File: src/rtl/irq_ctrl.sv
// Programmable interrupt controller: synchronised IRQ lines, masked fixed-priority
// pending latch and an ack/done handshake. Define IRQ_CTRL_NESTING_EN to allow nesting.
module irq_ctrl #(
   parameter int unsigned IRQ_CH = 8,
   parameter int unsigned VEC_W  = 3
) (
   input  logic              clk,
   input  logic              reset,
   input  logic [IRQ_CH-1:0] irq,
   input  logic              reg_we,
   input  logic [1:0]        reg_addr,
   input  logic [31:0]       reg_wdata,
   output logic [31:0]       reg_rdata,
   output logic              int_req,
   output logic [VEC_W-1:0]  int_vec,
   input  logic              int_ack,
   input  logic              int_done,
   output logic              in_service
);

   typedef enum logic [1:0] {
      IDLE    = 2'd0,
      REQ     = 2'd1,
      SERVICE = 2'd2
   } state_t;

   localparam logic [IRQ_CH-1:0] CH_ONE = {{(IRQ_CH-1){1'b0}}, 1'b1};

   state_t              state;
   state_t              state_next;
   logic [VEC_W-1:0]    vec_next;
   logic [IRQ_CH-1:0]   sync1;
   logic [IRQ_CH-1:0]   sync2;
   logic [IRQ_CH-1:0]   sync_d;
   logic [IRQ_CH-1:0]   mask;
   logic [IRQ_CH-1:0]   edge_cfg;
   logic [IRQ_CH-1:0]   pend;
   logic [IRQ_CH-1:0]   inservice;
   logic [IRQ_CH-1:0]   isr_next;
   logic [IRQ_CH-1:0]   rise;
   logic [IRQ_CH-1:0]   eligible;
   logic [IRQ_CH-1:0]   vec_oh;
   logic [IRQ_CH-1:0]   sw_clr;
   logic [IRQ_CH-1:0]   ack_clr;
   logic [VEC_W-1:0]    low_elig;
   logic                elig_any;
   logic                vec_elig;
   logic                ack_take;
   logic                unused_wdata;
`ifdef IRQ_CTRL_NESTING_EN
   logic [IRQ_CH-1:0]   isr_low;
`endif

   assign unused_wdata = ^reg_wdata;

   assign rise     = sync2 & ~sync_d;
   assign eligible = pend & ~mask;
   assign vec_oh   = CH_ONE << int_vec;
   assign vec_elig = |(eligible & vec_oh);
   assign sw_clr   = (reg_we && reg_addr == 2'd1) ? reg_wdata[IRQ_CH-1:0] : '0;
   assign ack_clr  = ack_take ? vec_oh : '0;
`ifdef IRQ_CTRL_NESTING_EN
   assign isr_low  = inservice & (~inservice + CH_ONE);
`endif

   assign int_req    = (state == REQ);
   assign in_service = |inservice;

   always_comb begin
      low_elig = '0;
      elig_any = 1'b0;
      for (int unsigned i = 0; i < IRQ_CH; i++) begin
         if (eligible[i] && !elig_any) begin
            low_elig = VEC_W'(i);
            elig_any = 1'b1;
         end
      end
   end

   always_ff @(posedge clk) begin
      if (!reset) state <= IDLE;
      else        state <= state_next;
   end

   always_comb begin
      state_next = state;
      vec_next   = int_vec;
      isr_next   = inservice;
      ack_take   = 1'b0;
      case (state)
         IDLE: begin
            if (elig_any) begin
               vec_next   = low_elig;
               state_next = REQ;
            end
         end
         REQ: begin
            if (int_ack) begin
               ack_take   = 1'b1;
               isr_next   = inservice | vec_oh;
               state_next = SERVICE;
            end else if (!vec_elig) begin
               state_next = (inservice != '0) ? SERVICE : IDLE;
            end
         end
         SERVICE: begin
            // done retires the lowest set in-service bit (highest priority level)
            if (int_done) begin
               isr_next = inservice & (inservice - CH_ONE);
               if (isr_next == '0) state_next = IDLE;
            end
`ifdef IRQ_CTRL_NESTING_EN
            else if ((eligible & (isr_low - CH_ONE)) != '0) begin
               vec_next   = low_elig;
               state_next = REQ;
            end
`endif
         end
         default: state_next = IDLE;
      endcase
   end

   always_ff @(posedge clk) begin
      if (!reset) begin
         sync1     <= '0;
         sync2     <= '0;
         sync_d    <= '0;
         mask      <= '1;
         edge_cfg  <= '0;
         pend      <= '0;
         inservice <= '0;
         int_vec   <= '0;
      end else begin
         sync1     <= irq;
         sync2     <= sync1;
         sync_d    <= sync2;
         inservice <= isr_next;
         int_vec   <= vec_next;
         // edge channels: clears first, then a same-cycle rising edge re-sets
         pend      <= (edge_cfg & ((pend & ~(sw_clr | ack_clr)) | rise))
                    | (~edge_cfg & sync2);
         if (reg_we && reg_addr == 2'd0) mask     <= reg_wdata[IRQ_CH-1:0];
         if (reg_we && reg_addr == 2'd2) edge_cfg <= reg_wdata[IRQ_CH-1:0];
      end
   end

   always_comb begin
      reg_rdata = '0;
      case (reg_addr)
         2'd0: reg_rdata = 32'(mask);
         2'd1: reg_rdata = 32'(pend);
         2'd2: reg_rdata = 32'(edge_cfg);
         default: begin
            reg_rdata[VEC_W-1:0] = int_vec;
            reg_rdata[8]         = int_req;
            reg_rdata[9]         = in_service;
            reg_rdata[17:16]     = state;
         end
      endcase
   end

endmodule

File: config.mk
export PLATFORM = sky130hd
export DESIGN_NAME = irq_ctrl
export DESIGN_NICKNAME = d
export VERILOG_FILES = /design/src/rtl/irq_ctrl.sv
export SDC_FILE = /design/constraint.sdc
export NUM_CORES = 1
export LEC_CHECK = 0
export ABC_AREA = 0
export ABC_CLOCK_PERIOD_IN_PS = 2000
export BUFFER_PORTS_ARGS = -buffer_cell sky130_fd_sc_hd__buf_2
export CAP_MARGIN = 10
export CORE_UTILIZATION = 50
export CTS_CLUSTER_SIZE = 16
export DETAILED_ROUTE_END_ITERATION = 16
export HOLD_SLACK_MARGIN = 0.1
export PLACE_DENSITY = 0.78
export REMOVE_ABC_BUFFERS = 1
export SYNTH_ARGS = -nofsm -noshare
export SYNTH_HDL_FRONTEND = slang
export SYNTH_SLANG_ARGS = --single-unit
File: constraint.sdc
create_clock -name clk -period 2 [get_ports clk]
set_clock_uncertainty 0.1 [all_clocks]
set_input_delay 0.1 -clock clk [delete_from_list [all_inputs] [get_ports clk]]
set_output_delay 0.1 -clock clk [all_outputs]
set_load 0.01 [all_outputs]
======== Word level (Yosys, flattened, before mapping) ========
Index checks and enable logic that the tools add are counted.
operators by class
  add/sub/neg operators ................... 1
  equality and inequality tests ........... 9
  shift-type cells ........................ 1
  muxes and demuxes ....................... 33
  bitwise operators ....................... 15
  reduce and logical (&&, ||, !) cells .... 28
operator list
  operator               number
  $and A8 B8 Y8          7
  $mux W8                4
  $not A8 Y8             4
  $or A8 B8 Y8           4
  $mux W3                6
  $mux W2                8
  $pmux W8 S2            1
  $reduce_or A8 Y1       2
  $pmux W5 S3            1
  $mux W1                11
  $logic_and A1 B1 Y1    10
  $pmux W3 S3            1
  $logic_not A8 Y1       1
  $reduce_bool A8 Y1     1
  $shl A1 B3 Y8 const A  1
  $sub A8 B1 Y8 const B  1
  $logic_not A1 Y1       7
  $ne A2 B2 Y1 const B   3
  $pmux W2 S3            1
  $eq A2 B1 Y1 const B   2
  $eq A2 B2 Y1 const B   2
  $logic_not A2 Y1       2
  $reduce_and A4 Y1      1
  $ne A3 B3 Y1 const B   1
  5 further kinds        5
storage, ports and cells
  register bits after elaboration ......... 61
  bits of input ports ..................... 47
  output and inout port bits .............. 37
  logic and storage cells ................. 96

======== Logic depth before layout (Yosys ltp) ========
  depth after elaboration ................. 26
  depth in mapped cells ................... 6
  depth with buffers taken out ............ 5

======== Worst setup path before layout ========
No wires, ideal clock.
  path kind ............................... register to register
  start point ............................. reg state[0]
  end point ............................... reg inservice[7]
  arrival time ............................ 1.445 ns
  data required time ...................... 1.785 ns
  slack ................................... 0.340 ns
  cell stages (with the launch flop) ...... 6
  path buffers ............................ 0
  cells stage by stage .................... dfxtp_1 -> and2b_1 -> nand3_1 -> or4_1 -> o31a_1 -> o21a_1
on the way
  cells in the longest elaborated chain, start to end .. 3
  elaborated cells on any way between the ends .. 7
RTL lines
  what                                                         RTL line  text
  start: declaration                                           29        state_t state;
  start signal: assignment                                     82        else state <= state_next;
  $eq A2 B1 Y1 / $eq A2 B2 Y1 (equally long branches)          90        case (state)
  $ne A2 B1 Y1 (no source line), or another cell as far along  --
  $reduce_and A3 Y1 (no source line)                           --
  end signal: assignment                                       137       inservice <= isr_next;
  end: declaration                                             38        logic [IRQ_CH-1:0] inservice;
Parallel ways exist; a longest one is shown, timed or not.
A chain may end at the register's enable or synchronous reset.

======== Worst setup path in the final report ========
  start point ............................. reg state[1]
  end point ............................... reg inservice[7]
The elaborated chain is that of the path after synthesis.

==> summary.md <==
| Metric | Value |
|---|---|
| ANT cells | 0 |
| Max-Cap Viols | 0 |
| GP Congestion | 0.818 |
| CP max stage cell | or4_1 |
| Synthesis-stage register bit count | 61 |
| Worst path bufs/invs | 0 |
| Compound-Gate Fraction of Synth Area | 15.7% |
| Cell Area, Placed | 0.00300 mm2 |
| Synth top area share | 43.7% |
| Sequential-to-total area share from yosys stat | 43.7% |
| Post-Synthesis Cell Area | 0.00280 mm2 |
| Die area | 0.00590 mm2 |
| Maximum clock insertion buffer count | 2 |
| Core area | 0.00524 mm2 |
| Adder-cell share of the synthesized area | 0.716% |
| Root buffer cell | clkbuf_8 |
| Yosys warning total | 0 |
| GRT Util Overall | 22.0% |
| Slew Limit Fails | 0 |
| Synth unique cells | 43 |
| Cts repair resizes | 0 |
| Clock sinks | 61 |
| CTS clk-pin slew, worst paths | 60 ps |
| Req. time, crit path | 2130 ps |
| Ys async rst share | 0% |
| Worst Max-Slew Pin Slew | 665 ps |
| Largest family of logic cells by synthesized area | simple AND/OR/NAND/NOR gates |
| Die width | 76.8 um |
| Final worst path period share | 89.1% |
| Die height | 76.8 um |
| WL final | 6.01 mm |
| Synth top area cells | dfxtp_1 (44%), nand2_1 (6.8%), and2_1 (5.4%), buf_4 (5.4%), nand3_1 (4.1%) |
| Design area | 0.00334 mm2 |
| Largest delay share family, worst path | simple AND/OR/NAND/NOR gates |
| Crit-path cells | and2b_1 -> nand3_1 -> or4_1 -> o31a_1 -> o21a_1 |
| Vias per cell | 5.26 |
| DR vias | 2413 |
| Pwr per Cell Area | 728 mW/mm2 |
| Worst Setup End Kind | flop |
| IO Port Bufs | 39 |
| Peak VDD IR | 530 uV |
| Unrepaired setup endpoints after global routing | no |
| Wirelength per Cell | 13.1 um |
| Antenna-violating nets left | 0 |
| Grt total ovfl | 0 |
| Crit Path Max Fanout | 6 |
| Initial DRC Count | 188 |
| Hold Vio Cnt, Final | 0 |
| Layout cells sized above 1 | 16.5% |
| Worst hold path type | in -> reg |
| Main synth FF type | dfxtp_1 |
| Post-DP HPWL | 4.20 mm |
| # DRC | 0 |
| Largest net degree at the start of global routing | 39 |
| Post-synthesis simple-gate area fraction | 26.9% |
| Synth Instances | 326 |
| Rows | 26 |
| Xor and xnor area share after synthesis | 0% |
| Arr. time, crit path | 1910 ps |
| Relative slew slack | 55.5% |
| Critical Setup Path Class | reg -> reg |
| Clock latency at the later pin of the worst-skew pair | 330 ps |
| Total I/O pin count | 84 |
| TritonCTS Buffers | 9 |
| CTS tree | built |
| Post-synth top area cell | dfxtp_1 |
| Crit-path max cell delay | 470 ps |
| First-pass GRT wire length | 10.2 mm |
| Final setup vio count | 0 |
| Mux contribution to synthesized area | 4.56% |
| Period minus WS final | 1780 ps |
| F_max | 561 MHz |
| Layout area overhead | 19.4% |
| Fin Setup TNS | 0 ps |
| Nets | 432 |
| P_leak | 1.42 nW |
| Mean Syn Cell Area | 8.58 um2 |
| Initial antenna violation count | 0 |
| Vias in the first global route | 2215 |
| Status | finished clean |
| H-tree Lvls | 3 |
| EDFF count, synth | 0 |
| Startpoint Class | flop |
| First drt pass iteration count | 4 |
| Starting Density | 53.4% |
[worst paths after layout]
kind	endpoint	from	slack, ps	cells past startpoint
worst max-delay path	inservice[7]$_SDFFE_PN0P_	state[1]$_SDFFE_PN0P_	220	5
worst max register to register	inservice[7]$_SDFFE_PN0P_	state[1]$_SDFFE_PN0P_	220	5
worst min register to register	sync2[0]$_SDFF_PN0_	sync1[0]$_SDFF_PN0_	330	1
worst min-delay path	state[0]$_SDFFE_PN0P_	int_ack	130	4
[per-stage QoR]
stage	util, %	setup WS (ps)	cells	hold slack, ps	power, mW
finish	63.7	218	459	128	2.43
global route	63.7	36.8	459	148	2.53
CTS	63.7	208	459	101	2.45
detailed placement	57.3	215	426	210	1.53
global placement	57.3	241	426	205	1.52
floorplan	-	278	309	71.8	1.42
[flip-flops by register name, summed over array words and instances, names as in the netlist]
| register | cells |
|---|---|
| edge_cfg | 8 |
| inservice | 8 |
| mask | 8 |
| pend | 8 |
| sync1 | 8 |
| sync2 | 8 |
| sync_d | 8 |
| int_vec | 3 |
| state | 2 |
[area by class of cell]
type                    count  area, um2
fillers                   466       1900
clock buffers              13        149
well taps                  70       87.6
flip-flops and latches     61       1220
inverters                   5       18.8
clock inverters             2       10.0
repair buffers             65        435
multi-input cells         243       1420
[layout by cell type, fill, tap and decap left out, types with 3 or more instances in the layout]
| master | instances |
|---|---|
| dfxtp_1 | 61 |
| nand2_1 | 51 |
| buf_2 | 39 |
| and2_1 | 24 |
| nand3_1 | 23 |
| conb_1 | 20 |
| dlygate4sd3_1 | 18 |
| o21ai_0 | 16 |
| a21boi_0 | 15 |
| nor2_1 | 13 |
| a21oi_1 | 12 |
| clkbuf_8 | 10 |
| nor2b_1 | 9 |
| buf_4 | 8 |
| nand2b_1 | 7 |
| mux2i_1 | 6 |
| a22o_1 | 6 |
| inv_1 | 5 |
| nand4_1 | 4 |
| mux4_2 | 3 |
| o31ai_1 | 3 |
| clkbuf_1 | 3 |
[where the power goes]
group	switching, mW	total (mW)	internal [mW]
clock network	0.427	0.900	0.473
logic	0.130	0.243	0.113
registers	0.0296	1.29	1.26
[timing repair]
item	in CTS	in global routing
setup endpoints to repair	0	0
hold buffers	18	0
hold endpoints to repair	35	0
setup buffers	0	0
[cells in the mapped netlist, drive strengths merged, types with 7 or more instances]
cell type	instances
nand2b	7
clkbuf	15
and2	24
nor2	13
buf	21
nor2b	9
nand3	23
a21boi	15
nand2	51
o21ai	16
dfxtp	61
a21oi	12
[layer usage]
metal / share of wire [%] / vias to the layer above / track usage [%]
li1: - / 1209 / -
met1: 47 / 1116 / 28.6
met2: 46 / 79 / 34.6
met3: 5.4 / 9 / 3.45
met4: 1.5 / 0 / 12.3
met5: 0 / - / 0
[cell families after synthesis]
family | count (synthesis)
flip-flops | 61
adder cells (fa/ha/maj) | 2
AND/OR/NAND/NOR | 147
buffers and inverters | 41
multiplexers | 9
AO/OA/AOI/OAI | 65
other | 1
[worst reg2reg max path: stages (launching register included)]
cell     delay [ps]
dfxtp_1         420
and2b_1         170
nand3_1         110
or4_1           470
o31a_1          260
o21a_1          160
(Power assumes the default switching activity.)
